===== src/rtl/graphics_pkg.sv =====
// Shared definitions for the graphics compositor: RGB332 palette and layer
// indices. Layer 0 has the highest priority, the maze is always the last layer.
package graphics_pkg;

   localparam logic [7:0] RED = 8'hE0;
   localparam logic [7:0] PNK = 8'hEF;
   localparam logic [7:0] CYN = 8'h1F;
   localparam logic [7:0] ORG = 8'hF4;
   localparam logic [7:0] YLW = 8'hFC;
   localparam logic [7:0] WHT = 8'hFF;
   localparam logic [7:0] CRM = 8'hF6;
   localparam logic [7:0] BLU = 8'h03;
   localparam logic [7:0] BLK = 8'h00;

   // An all-zero colour never wins the priority merge
   localparam logic [7:0] TRANSPARENT = BLK;

   typedef enum logic [2:0] {
      BLINKY = 3'd0,
      PINKY  = 3'd1,
      INKY   = 3'd2,
      CLYDE  = 3'd3,
      PACMAN = 3'd4,
      MAZE   = 3'd5
   } layer_e;

endpackage


===== src/rtl/graphics_priority_mux.sv =====
// Combinational priority merge: the lowest-index layer that is both opaque
// (non-zero) and enabled supplies the colour. The hit vector flags every
// layer that is opaque and enabled at this pixel.
module graphics_priority_mux #(
   parameter int NUM_LAYERS = 6,
   parameter int COLOR_W    = 8
) (
   input  logic [NUM_LAYERS*COLOR_W-1:0] colors,
   input  logic [NUM_LAYERS-1:0]         mask,
   output logic [COLOR_W-1:0]            color,
   output logic [NUM_LAYERS-1:0]         hit
);

   logic found_s;

   // Scan layers in ascending index so the first visible one claims the pixel
   always_comb begin
      color   = {COLOR_W{1'b0}};
      hit     = {NUM_LAYERS{1'b0}};
      found_s = 1'b0;
      for (int i = 0; i < NUM_LAYERS; i++) begin
         if ((colors[i*COLOR_W +: COLOR_W] != {COLOR_W{1'b0}}) && mask[i]) begin
            hit[i] = 1'b1;
            if (!found_s) begin
               color   = colors[i*COLOR_W +: COLOR_W];
               found_s = 1'b1;
            end else begin
               found_s = 1'b1;
            end
         end else begin
            hit[i] = 1'b0;
         end
      end
   end

endmodule


===== src/rtl/graphics_compositor.sv =====
// Two-stage pixel pipeline. Stage 1 maps the VGA counters onto the rotated
// playfield and forms the maze RAM address; the sprite/maze sources answer one
// clock later, and stage 2 merges their colours by priority. Also produces the
// frame-start pulse, the ghost flash phase and (optionally) sprite collisions.
// Build option: define GRAPHICS_COLLISION_EN to capture per-frame overlaps with
// the pacman layer; otherwise the collision outputs are tied to zero.
module graphics_compositor
   import graphics_pkg::*;
#(
   parameter int NUM_LAYERS   = 6,
   parameter int COLOR_W      = 8,
   parameter int PAC_LAYER    = int'(PACMAN),
   parameter int XMAX         = 240,
   parameter int YMAX         = 320,
   parameter int YOFFSET      = 24,
   parameter int RAM_W        = 264,
   parameter int ADDR_W       = 16,
   parameter int H_ACTIVE     = 640,
   parameter int V_ACTIVE     = 480,
   parameter int FLASH_FRAMES = 16
) (
   input  logic                          clk,
   input  logic                          rst,
   input  logic [9:0]                    hc,
   input  logic [9:0]                    vc,
   input  logic [NUM_LAYERS*COLOR_W-1:0] layer_color,
   input  logic [NUM_LAYERS-1:0]         layer_enable_in,
   output logic [8:0]                    xpos,
   output logic [8:0]                    ypos,
   output logic [ADDR_W-1:0]             address,
   output logic [COLOR_W-1:0]            color,
   output logic                          frame_start,
   output logic                          flash,
   output logic [NUM_LAYERS-1:0]         collision_mask,
   output logic                          collision_valid
);

   localparam int CNT_W = (FLASH_FRAMES > 1) ? $clog2(FLASH_FRAMES) : 1;

   logic                  vis_s;
   logic                  row_s;
   logic [8:0]            x_next_s;
   logic [8:0]            y_next_s;
   logic [31:0]           y_full_s;
   logic [ADDR_W-1:0]     addr_next_s;
   logic                  frame_hit_s;
   logic                  active_d1_r;
   logic [NUM_LAYERS-1:0] enable_r;
   logic [CNT_W-1:0]      frame_cnt_r;
   logic [COLOR_W-1:0]    mux_color_s;
   logic [NUM_LAYERS-1:0] hit_s;

   // Rotate VGA counters into playfield coordinates; right border pins ypos to the last row
   always_comb begin
      row_s       = (vc < 10'(V_ACTIVE));
      vis_s       = row_s && (hc < 10'(H_ACTIVE));
      frame_hit_s = (hc == 10'd0) && (vc == 10'd0);
      if (row_s) begin
         x_next_s = 9'(XMAX - 1) - vc[9:1];
      end else begin
         x_next_s = 9'd0;
      end
      if (vis_s) begin
         y_next_s = hc[9:1];
      end else if (row_s) begin
         y_next_s = 9'(YMAX - 1);
      end else begin
         y_next_s = 9'd0;
      end
   end

   // Maze RAM only holds a window of ypos per row; outside it the address parks at all ones
   always_comb begin
      y_full_s = 32'(y_next_s);
      if ((y_full_s >= 32'(YOFFSET)) && (y_full_s < 32'(YOFFSET + RAM_W))) begin
         addr_next_s = ADDR_W'(32'(x_next_s) * 32'(RAM_W) + y_full_s - 32'(YOFFSET));
      end else begin
         addr_next_s = {ADDR_W{1'b1}};
      end
   end

   // Stage 1 registers; the layer mask is only sampled at a frame boundary
   always_ff @(posedge clk or posedge rst) begin
      if (rst) begin
         xpos        <= 9'd0;
         ypos        <= 9'd0;
         address     <= {ADDR_W{1'b1}};
         active_d1_r <= 1'b0;
         frame_start <= 1'b0;
         enable_r    <= {NUM_LAYERS{1'b1}};
      end else begin
         xpos        <= x_next_s;
         ypos        <= y_next_s;
         address     <= addr_next_s;
         active_d1_r <= vis_s;
         frame_start <= frame_hit_s;
         if (frame_hit_s) begin
            enable_r <= layer_enable_in;
         end else begin
            enable_r <= enable_r;
         end
      end
   end

   graphics_priority_mux #(
      .NUM_LAYERS (NUM_LAYERS),
      .COLOR_W    (COLOR_W)
   ) u_mux (
      .colors (layer_color),
      .mask   (enable_r),
      .color  (mux_color_s),
      .hit    (hit_s)
   );

   // Stage 2: composited pixel, forced transparent in blanking or when nothing is visible
   always_ff @(posedge clk or posedge rst) begin
      if (rst) begin
         color <= {COLOR_W{1'b0}};
      end else if (active_d1_r && (|hit_s)) begin
         color <= mux_color_s;
      end else begin
         color <= {COLOR_W{1'b0}};
      end
   end

   // Count frames and flip the flash phase every FLASH_FRAMES frames
   always_ff @(posedge clk or posedge rst) begin
      if (rst) begin
         frame_cnt_r <= {CNT_W{1'b0}};
         flash       <= 1'b0;
      end else if (frame_start) begin
         if (frame_cnt_r == CNT_W'(FLASH_FRAMES - 1)) begin
            frame_cnt_r <= {CNT_W{1'b0}};
            flash       <= ~flash;
         end else begin
            frame_cnt_r <= frame_cnt_r + {{(CNT_W-1){1'b0}}, 1'b1};
            flash       <= flash;
         end
      end else begin
         frame_cnt_r <= frame_cnt_r;
         flash       <= flash;
      end
   end

`ifdef GRAPHICS_COLLISION_EN
   // Pacman itself and the maze background never count as collisions
   localparam logic [NUM_LAYERS-1:0] COLL_SEL =
      ~((NUM_LAYERS'(1) << PAC_LAYER) | (NUM_LAYERS'(1) << (NUM_LAYERS - 1)));

   logic [NUM_LAYERS-1:0] new_hits_s;
   logic [NUM_LAYERS-1:0] sticky_r;

   // Layers overlapping a visible pacman pixel at this stage-2 slot
   always_comb begin
      if (active_d1_r && hit_s[PAC_LAYER]) begin
         new_hits_s = hit_s & COLL_SEL;
      end else begin
         new_hits_s = {NUM_LAYERS{1'b0}};
      end
   end

   // Accumulate hits over a frame; publish and restart at each frame boundary
   always_ff @(posedge clk or posedge rst) begin
      if (rst) begin
         sticky_r        <= {NUM_LAYERS{1'b0}};
         collision_mask  <= {NUM_LAYERS{1'b0}};
         collision_valid <= 1'b0;
      end else if (frame_start) begin
         collision_mask  <= sticky_r;
         collision_valid <= 1'b1;
         sticky_r        <= new_hits_s;
      end else begin
         collision_mask  <= collision_mask;
         collision_valid <= 1'b0;
         sticky_r        <= sticky_r | new_hits_s;
      end
   end
`else
   assign collision_mask  = {NUM_LAYERS{1'b0}};
   assign collision_valid = 1'b0;
`endif

endmodule


===== config.mk =====
export PLATFORM = sky130hd
export DESIGN_NAME = graphics_compositor
export DESIGN_NICKNAME = d
export VERILOG_FILES = /design/src/rtl/graphics_pkg.sv /design/src/rtl/graphics_priority_mux.sv /design/src/rtl/graphics_compositor.sv
export SDC_FILE = /design/constraint.sdc
export NUM_CORES = 1
export LEC_CHECK = 0
export CAP_MARGIN = 20
export CORE_MARGIN = 2
export CORE_UTILIZATION = 36
export DETAILED_ROUTE_END_ITERATION = 8
export GPL_TIMING_DRIVEN = 0
export PLACE_DENSITY = 0.66
export SKIP_CTS_REPAIR_TIMING = 1
export SYNTH_ARGS = -nofsm -noshare
export SYNTH_HDL_FRONTEND = slang
export SYNTH_SLANG_ARGS = --single-unit

===== constraint.sdc =====
create_clock -name clk -period 2.3 [get_ports clk]
set_input_delay 0.23 -clock clk [delete_from_list [all_inputs] [get_ports clk]]
set_output_delay 0.23 -clock clk [all_outputs]
set_load 0.01 [all_outputs]

==> run metrics, run 1 <==
initial antenna violation count 0; Clock Latency Late Sink 0.30 ns; Area contributors post-synth dfrtp_1 (23%), dfstp_2 (16%), ha_1 (9.5%); crit path kind input port to flop; FILL cells 820; number of buffers added on ports 118; CP Launch Point vc[8]; gr ovfl total 0; Reg area 1404 µm²; via count 3454; RSZ-0062 raised after global routing yes; TritonCTS clock tree built; top cells by count, synth nand2_1 (37), dfrtp_1 (33), nor2_1 (32); Ys Warns 0; Power Density 468.4 nW/µm²; final worst path period share 140.2%; Hold Path Origin vc[5]; fin nets 637; vias in the first global route 3285; detailed-route wire length per cell 16.57 µm; failing checks setup timing; gr usage total 19.09%; fraction of registers with async set/reset 100.0%; number of buffers on the longest clock path 2; initial cell density of the core 36.91%; Clk pin slew, worst setup/hold paths 0.10 ns; syn_area_per_cell 9.457 µm²; number of synthesized flops with an enable pin 0; Synth top area share 23.10%; Core Util, Final 58.57%; Slew headroom 49.43%; total CTS buffers 5; clock sinks 55; gpl congestion 0.8788; Max-cap violations 0; final hold slack 0.2282 ns; worst setup margin -0.9255 ns; WP data arrival 3.46 ns; Detailed Routing Iterations Pass 1 4; Core ar. 9684 µm²; Worst-Margin Slew 0.7571 ns; Tmin final 3.226 ns; Vias/cell 5.186; dpl hpwl 8290 µm; std cell rows 36; LEAKAGE 0.002423 µW; DRC 0; crit path capture type flop; layout cells sized above 1 27.20%; Clock Skew 0.004825 ns; I/O pins 127; Max Clk Rate 310.0 MHz; CTS root buf clkbuf_8; Mapped Area 3575 µm²; area of the multi-input gates 2380 µm²; Routed WL 11030 µm; Hold Fails Final Rpt 0; crit start category input port; min-delay worst type input port to flop; peak supply drop 0.2819 mV; die area 10740 µm²; cell area after layout 5672 µm²; Syn-to-layout area delta 58.66%; ANT nets after route 0; Seq/Total Area, Yosys 39.27%; Required @ worst endpoint 2.54 ns; first-pass GRT wire length 16730 µm; run status finished with violations; placed inst area 5124 µm²; Synth Register Bits 55; prevailing post-synth register cell dfrtp_1; H-tree levels 2; die height 103.6 µm; antenna cell count 0; largest net degree at the start of global routing 31; post-synthesis cell count 378; Die Width 103.6 µm; count of cell types in the netlist 63; Yosys top cell by area dfrtp_1; Max Slew Vio Count 0; final setup fails 6; R2R Path Start enable_r[1]; top-count cell post-synth nand2_1; DR iter-0 viols 109; Max FO, Critical Path 5
[metrics by stage]
stage / TNS [ns] / cells / setup WS, ns / total power [µW]
after floorplan: -3.359 / 384 / -1.028 / 1513
after global placement: -19.61 / 635 / -1.963 / 1854
after detailed placement: -14.30 / 636 / -1.984 / 1866
after CTS: -8.286 / 644 / -1.672 / 2514
after global routing: -3.545 / 666 / -1.011 / 2791
final: -3.066 / 666 / -0.9255 / 2657
[worst max-delay path: stages]
cell	delay [ns]
buf_4	0.15
a311oi_4	0.40
nor2b_4	0.24
ha_4	0.22
ha_1	0.28
a21o_1	0.18
a21oi_2	0.21
xnor2_2	0.16
inv_2	0.07
ha_4	0.24
a211o_1	0.28
o32a_1	0.35
o41a_1	0.13
mux2_4	0.31
[cell type report]
class                   count  share of cell area [%]
repair buffers            141                   24.82
well taps                 133                   2.934
plain buffers              15                   1.721
inverters                  27                   1.831
flip-flops and latches     55                   24.75
clock inverters             3                  0.7721
clock buffers               5                   1.213
multi-input cells         287                   41.96
[kinds of logic after synthesis]
kind of cell / after synthesis / share of synthesized area [%]
other cells: 1 / 0.1049
xor+xnor: 12 / 3.325
compound gates: 105 / 19.92
fa+ha+maj: 29 / 10.57
mux: 10 / 3.115
simple gates: 124 / 18.45
flops: 55 / 39.27
buf+inv: 42 / 5.250
[registers in the layout, indices dropped and copies added (netlist names)]
name	cells
ypos	9
xpos	9
active_d1_r	1
address	16
color	8
enable_r	6
flash	1
frame_cnt_r	4
frame_start	1
[metal layers]
layer	vias to the layer above	GRT usage, %	part of all wire [%]
met5	-	0	0
met4	0	2.896	1.1
met3	11	3.650	6.2
met2	120	31.50	48
met1	1670	26.67	44
li1	1653	-	-
[power breakdown]
part | internal [µW] | switching (µW)
clock network | 325 | 313
registers | 1040 | 16.7
logic | 522 | 441
[final timing paths]
path,to,slack [ns],cells after the start
min,xpos[4],0.23,3
min in group asynchronous,frame_cnt_r[2],0.29,2
max reg2reg,color[4],0.09,7
min reg2reg,flash,0.48,1
max in group asynchronous,enable_r[0],1.40,3
max,address[14],-0.93,14
[layout by cell type (no fill, tap or decap), types with 7 or more instances in the layout]
cell               n
nand2_1           36
dfrtp_1           33
dlymetal6s2s_1     7
buf_4             30
clkdlybuf4s50_1  106
inv_1             21
o21ai_0           15
dfstp_2           22
ha_1              13
ha_4              10
a21oi_1           26
nor2_1            26
nand2b_1           7
conb_1             7
or4_1             10
Power figures use the tool's default switching activity.
==> run 2: changes to the inputs <==
--- a/config.mk
+++ b/config.mk
@@ -9,6 +9,7 @@
 export CORE_MARGIN = 2
 export CORE_UTILIZATION = 36
 export DETAILED_ROUTE_END_ITERATION = 8
+export GPL_ROUTABILITY_DRIVEN = 0
 export GPL_TIMING_DRIVEN = 0
 export PLACE_DENSITY = 0.66
 export SKIP_CTS_REPAIR_TIMING = 1
==> run 2 against run 1 <==
The flow still finishes with violations (setup timing). Total power fell by 2.6%. Non-clock buffer count is 1 higher. Die area unchanged. Clock power down 12%. Register-to-register slack better by 0.08 ns. Cell area decreased by 0.26%. Fmax fell by 0.56%. First-iteration DRC count up 28%. Cell count is 0.30% higher. Combinational power increased by 0.7%. Largest power group unchanged. Setup slack lost 0.018 ns. Highest routed layer unchanged. Global-route usage increased by 0.084 points.
==> run metrics, run 2 (synthesis results as in run 1) <==
run status finished with violations (unchanged); failing checks setup timing (unchanged); via count 3481 (was 3454); final worst path period share 141.0% (was 140.2%); WP data arrival 3.51 ns (was 3.46 ns); vias in the first global route 3335 (was 3285); DRC 0 (unchanged); met2 Use GR 31.27% (was 31.50%); Power Density 457.6 nW/µm² (was 468.4 nW/µm²); I/O pins 127 (unchanged); Top reg by flops address (unchanged); met1 usage 26.79% (was 26.67%); r2r setup slk 0.17 ns (was 0.09 ns); Setup crit end address[14] (unchanged); clock sinks 55 (unchanged); RSZ-0062 raised after global routing yes (unchanged); Core Util, Final 58.41% (was 58.57%); Max-cap violations 0 (unchanged); crit start category input port (unchanged); final hold slack 0.2226 ns (was 0.2282 ns); most common cell after layout, fill and taps aside clkdlybuf4s50_1 (unchanged); die area 10740 µm² (unchanged); R2R Path Start enable_r[1] (unchanged); DR iter-0 viols 139 (was 109); Die Width 103.6 µm (unchanged); max reg flops 16 (unchanged); Detailed Routing Iterations Pass 1 5 (was 4); Clock Latency Late Sink 0.32 ns (was 0.30 ns); Core ar. 9684 µm² (unchanged); worst setup margin -0.9438 ns (was -0.9255 ns); FILL cells 814 (was 820); most frequent CP cell ha_4 (unchanged); crit path kind input port to flop (unchanged); placed inst area 5124 µm² (unchanged); R2R depth 7 (unchanged); die height 103.6 µm (unchanged); Hold Fails Final Rpt 0 (unchanged); Tmin final 3.244 ns (was 3.226 ns); peak supply drop 0.2718 mV (was 0.2819 mV); initial antenna violation count 1 (was 0); Crit-path slowest cell o32a_1 (was a311oi_4); gr usage total 19.17% (was 19.09%); routing usage on met3 3.650% (unchanged); total CTS buffers 5 (unchanged); Required @ worst endpoint 2.56 ns (was 2.54 ns); cell area after layout 5657 µm² (was 5672 µm²); Slew headroom 44.67% (was 49.43%); Clk pin slew, worst setup/hold paths 0.11 ns (was 0.10 ns); Most Used Layer, Global Route met2 (unchanged); min-delay worst type input port to flop (unchanged); ANT nets after route 0 (unchanged); Vias/cell 5.211 (was 5.186); gr ovfl total 0 (unchanged); Routed WL 11130 µm (was 11030 µm); H-tree levels 2 (unchanged); Top Registers address (16), xpos (9), ypos (9) (unchanged); Worst-Margin Slew 0.8284 ns (was 0.7571 ns); fin nets 638 (was 637); TritonCTS clock tree built (unchanged); Max Slew Vio Count 0 (unchanged); layout cells sized above 1 26.59% (was 27.20%); crit path capture type flop (unchanged); Layout Cells excl Fill 668 (was 666); detailed-route wire length per cell 16.65 µm (was 16.57 µm); Max Clk Rate 308.3 MHz (was 310.0 MHz); CTS root buf clkbuf_8 (unchanged); R2R Path End color[7] (was color[4]); CP Launch Point vc[5] (was vc[8]); Clock Skew 0.01011 ns (was 0.004825 ns); number of buffers added on ports 118 (unchanged); Max FO, Critical Path 7 (was 5); CP max stage delay 0.34 ns (was 0.40 ns); initial cell density of the core 36.91% (unchanged); largest net degree at the start of global routing 34 (was 31); first-pass GRT wire length 16900 µm (was 16730 µm); Syn-to-layout area delta 58.24% (was 58.66%); dpl hpwl 8311 µm (was 8290 µm); Placed Instances 636 (unchanged); std cell rows 36 (unchanged); most frequent cells in the layout clkdlybuf4s50_1 (106), nand2_1 (36), dfrtp_1 (33), buf_4 (30), a21oi_1 (26) (was clkdlybuf4s50_1 (106), nand2_1 (36), dfrtp_1 (33), buf_4 (30)); number of buffers on the longest clock path 2 (unchanged); CP Cell Sequence buf_12, ha_4, xor2_2, nand2b_4, inv_4, ha_4, ha_4, ha_1, a21o_1, a21oi_2, xnor2_2, inv_2, ha_4, a211o_1, o32a_1, o41a_1, mux2_4 (was buf_4, a311oi_4, nor2b_4, ha_4, ha_1, a21o_1, a21oi_2, xnor2_2, inv_2, ha_4, a211o_1, o32a_1, o41a_1, mux2_4); LEAKAGE 0.002419 µW (was 0.002423 µW); final setup fails 6 (unchanged)
==> run 2: cell types whose count changed in the layout (fill, tap and decap cells not counted), sizes merged <==
| cell | before | now |
|---|---|---|
| clkbuf | 10 | 11 |
| bufinv | 1 | 0 |
| clkinv | 2 | 1 |
| diode | 0 | 1 |
| inv | 27 | 28 |
| clkinvlp | 0 | 1 |
==> run 2: metal layers <==
layer / part of all wire (%) / routed length, µm / up-vias
met5: 0 / 0 / -
met4: 0.77 / 86 / 0
met3: 5.7 / 630 / 7
met2: 49 / 5435 / 126
met1: 45 / 4972 / 1688
li1: - / - / 1660
==> run 2: how the worst min path moves through the flow <==
stage | startpoint | end | cells after the start
4_1_cts | rst | ypos[4] | 2
5_1_grt | vc[5] | xpos[5] | 3
3_3_place_gp | flash | flash | 1
6_report | vc[5] | xpos[4] | 3
2_1_floorplan | vc[2] | xpos[1] | 1
3_5_place_dp | flash | flash | 1
==> run 2: through the flow <==
step	power, µW	worst slack (ns)	setup TNS [ns]
4_1_cts	2443	-1.638	-8.158
3_3_place_gp	1853	-1.964	-19.30
2_1_floorplan	1513	-1.028	-3.359
5_1_grt	2721	-1.053	-4.015
6_report	2589	-0.9438	-3.483
3_5_place_dp	1868	-1.981	-14.18
==> run 2: cell type report <==
cell class	count	area, µm²	share of cell area [%]
clock inverter	3	27.53	0.4866
tap	133	166.4	2.942
inverter	27	103.9	1.836
clock buffer	5	68.82	1.217
antenna	1	2.502	0.04424
timing repair buffer	142	1413	24.97
buffer	15	97.59	1.725
sequential	55	1404	24.82
multi-input combinational	287	2374	41.96
==> run 2: power by group <==
group | internal (µW) | total, µW | switching (µW)
Clock | 224 | 562 | 338
Combinational | 525 | 970 | 445
Sequential | 1040 | 1060 | 16.2
==> run 2: critical path, delay by kind of cell <==
kind	cells	cell delay, ns
xor gates and xnor gates	2	0.35
AOI/OAI and AO/OA	5	1.19
adders and majority gates	5	1.01
buffers and inverters	3	0.24
and+or+nand+nor	1	0.19
muxes	1	0.31
==> run 3: changes to the inputs <==
--- a/config.mk
+++ b/config.mk
@@ -13,6 +13,7 @@
 export GPL_TIMING_DRIVEN = 0
 export PLACE_DENSITY = 0.66
 export SKIP_CTS_REPAIR_TIMING = 1
+export SLEW_MARGIN = 20
 export SYNTH_ARGS = -nofsm -noshare
 export SYNTH_HDL_FRONTEND = slang
 export SYNTH_SLANG_ARGS = --single-unit
==> results of run 3 <==
Same layout as run 2: the final DEF is identical, and so are final timing and power.
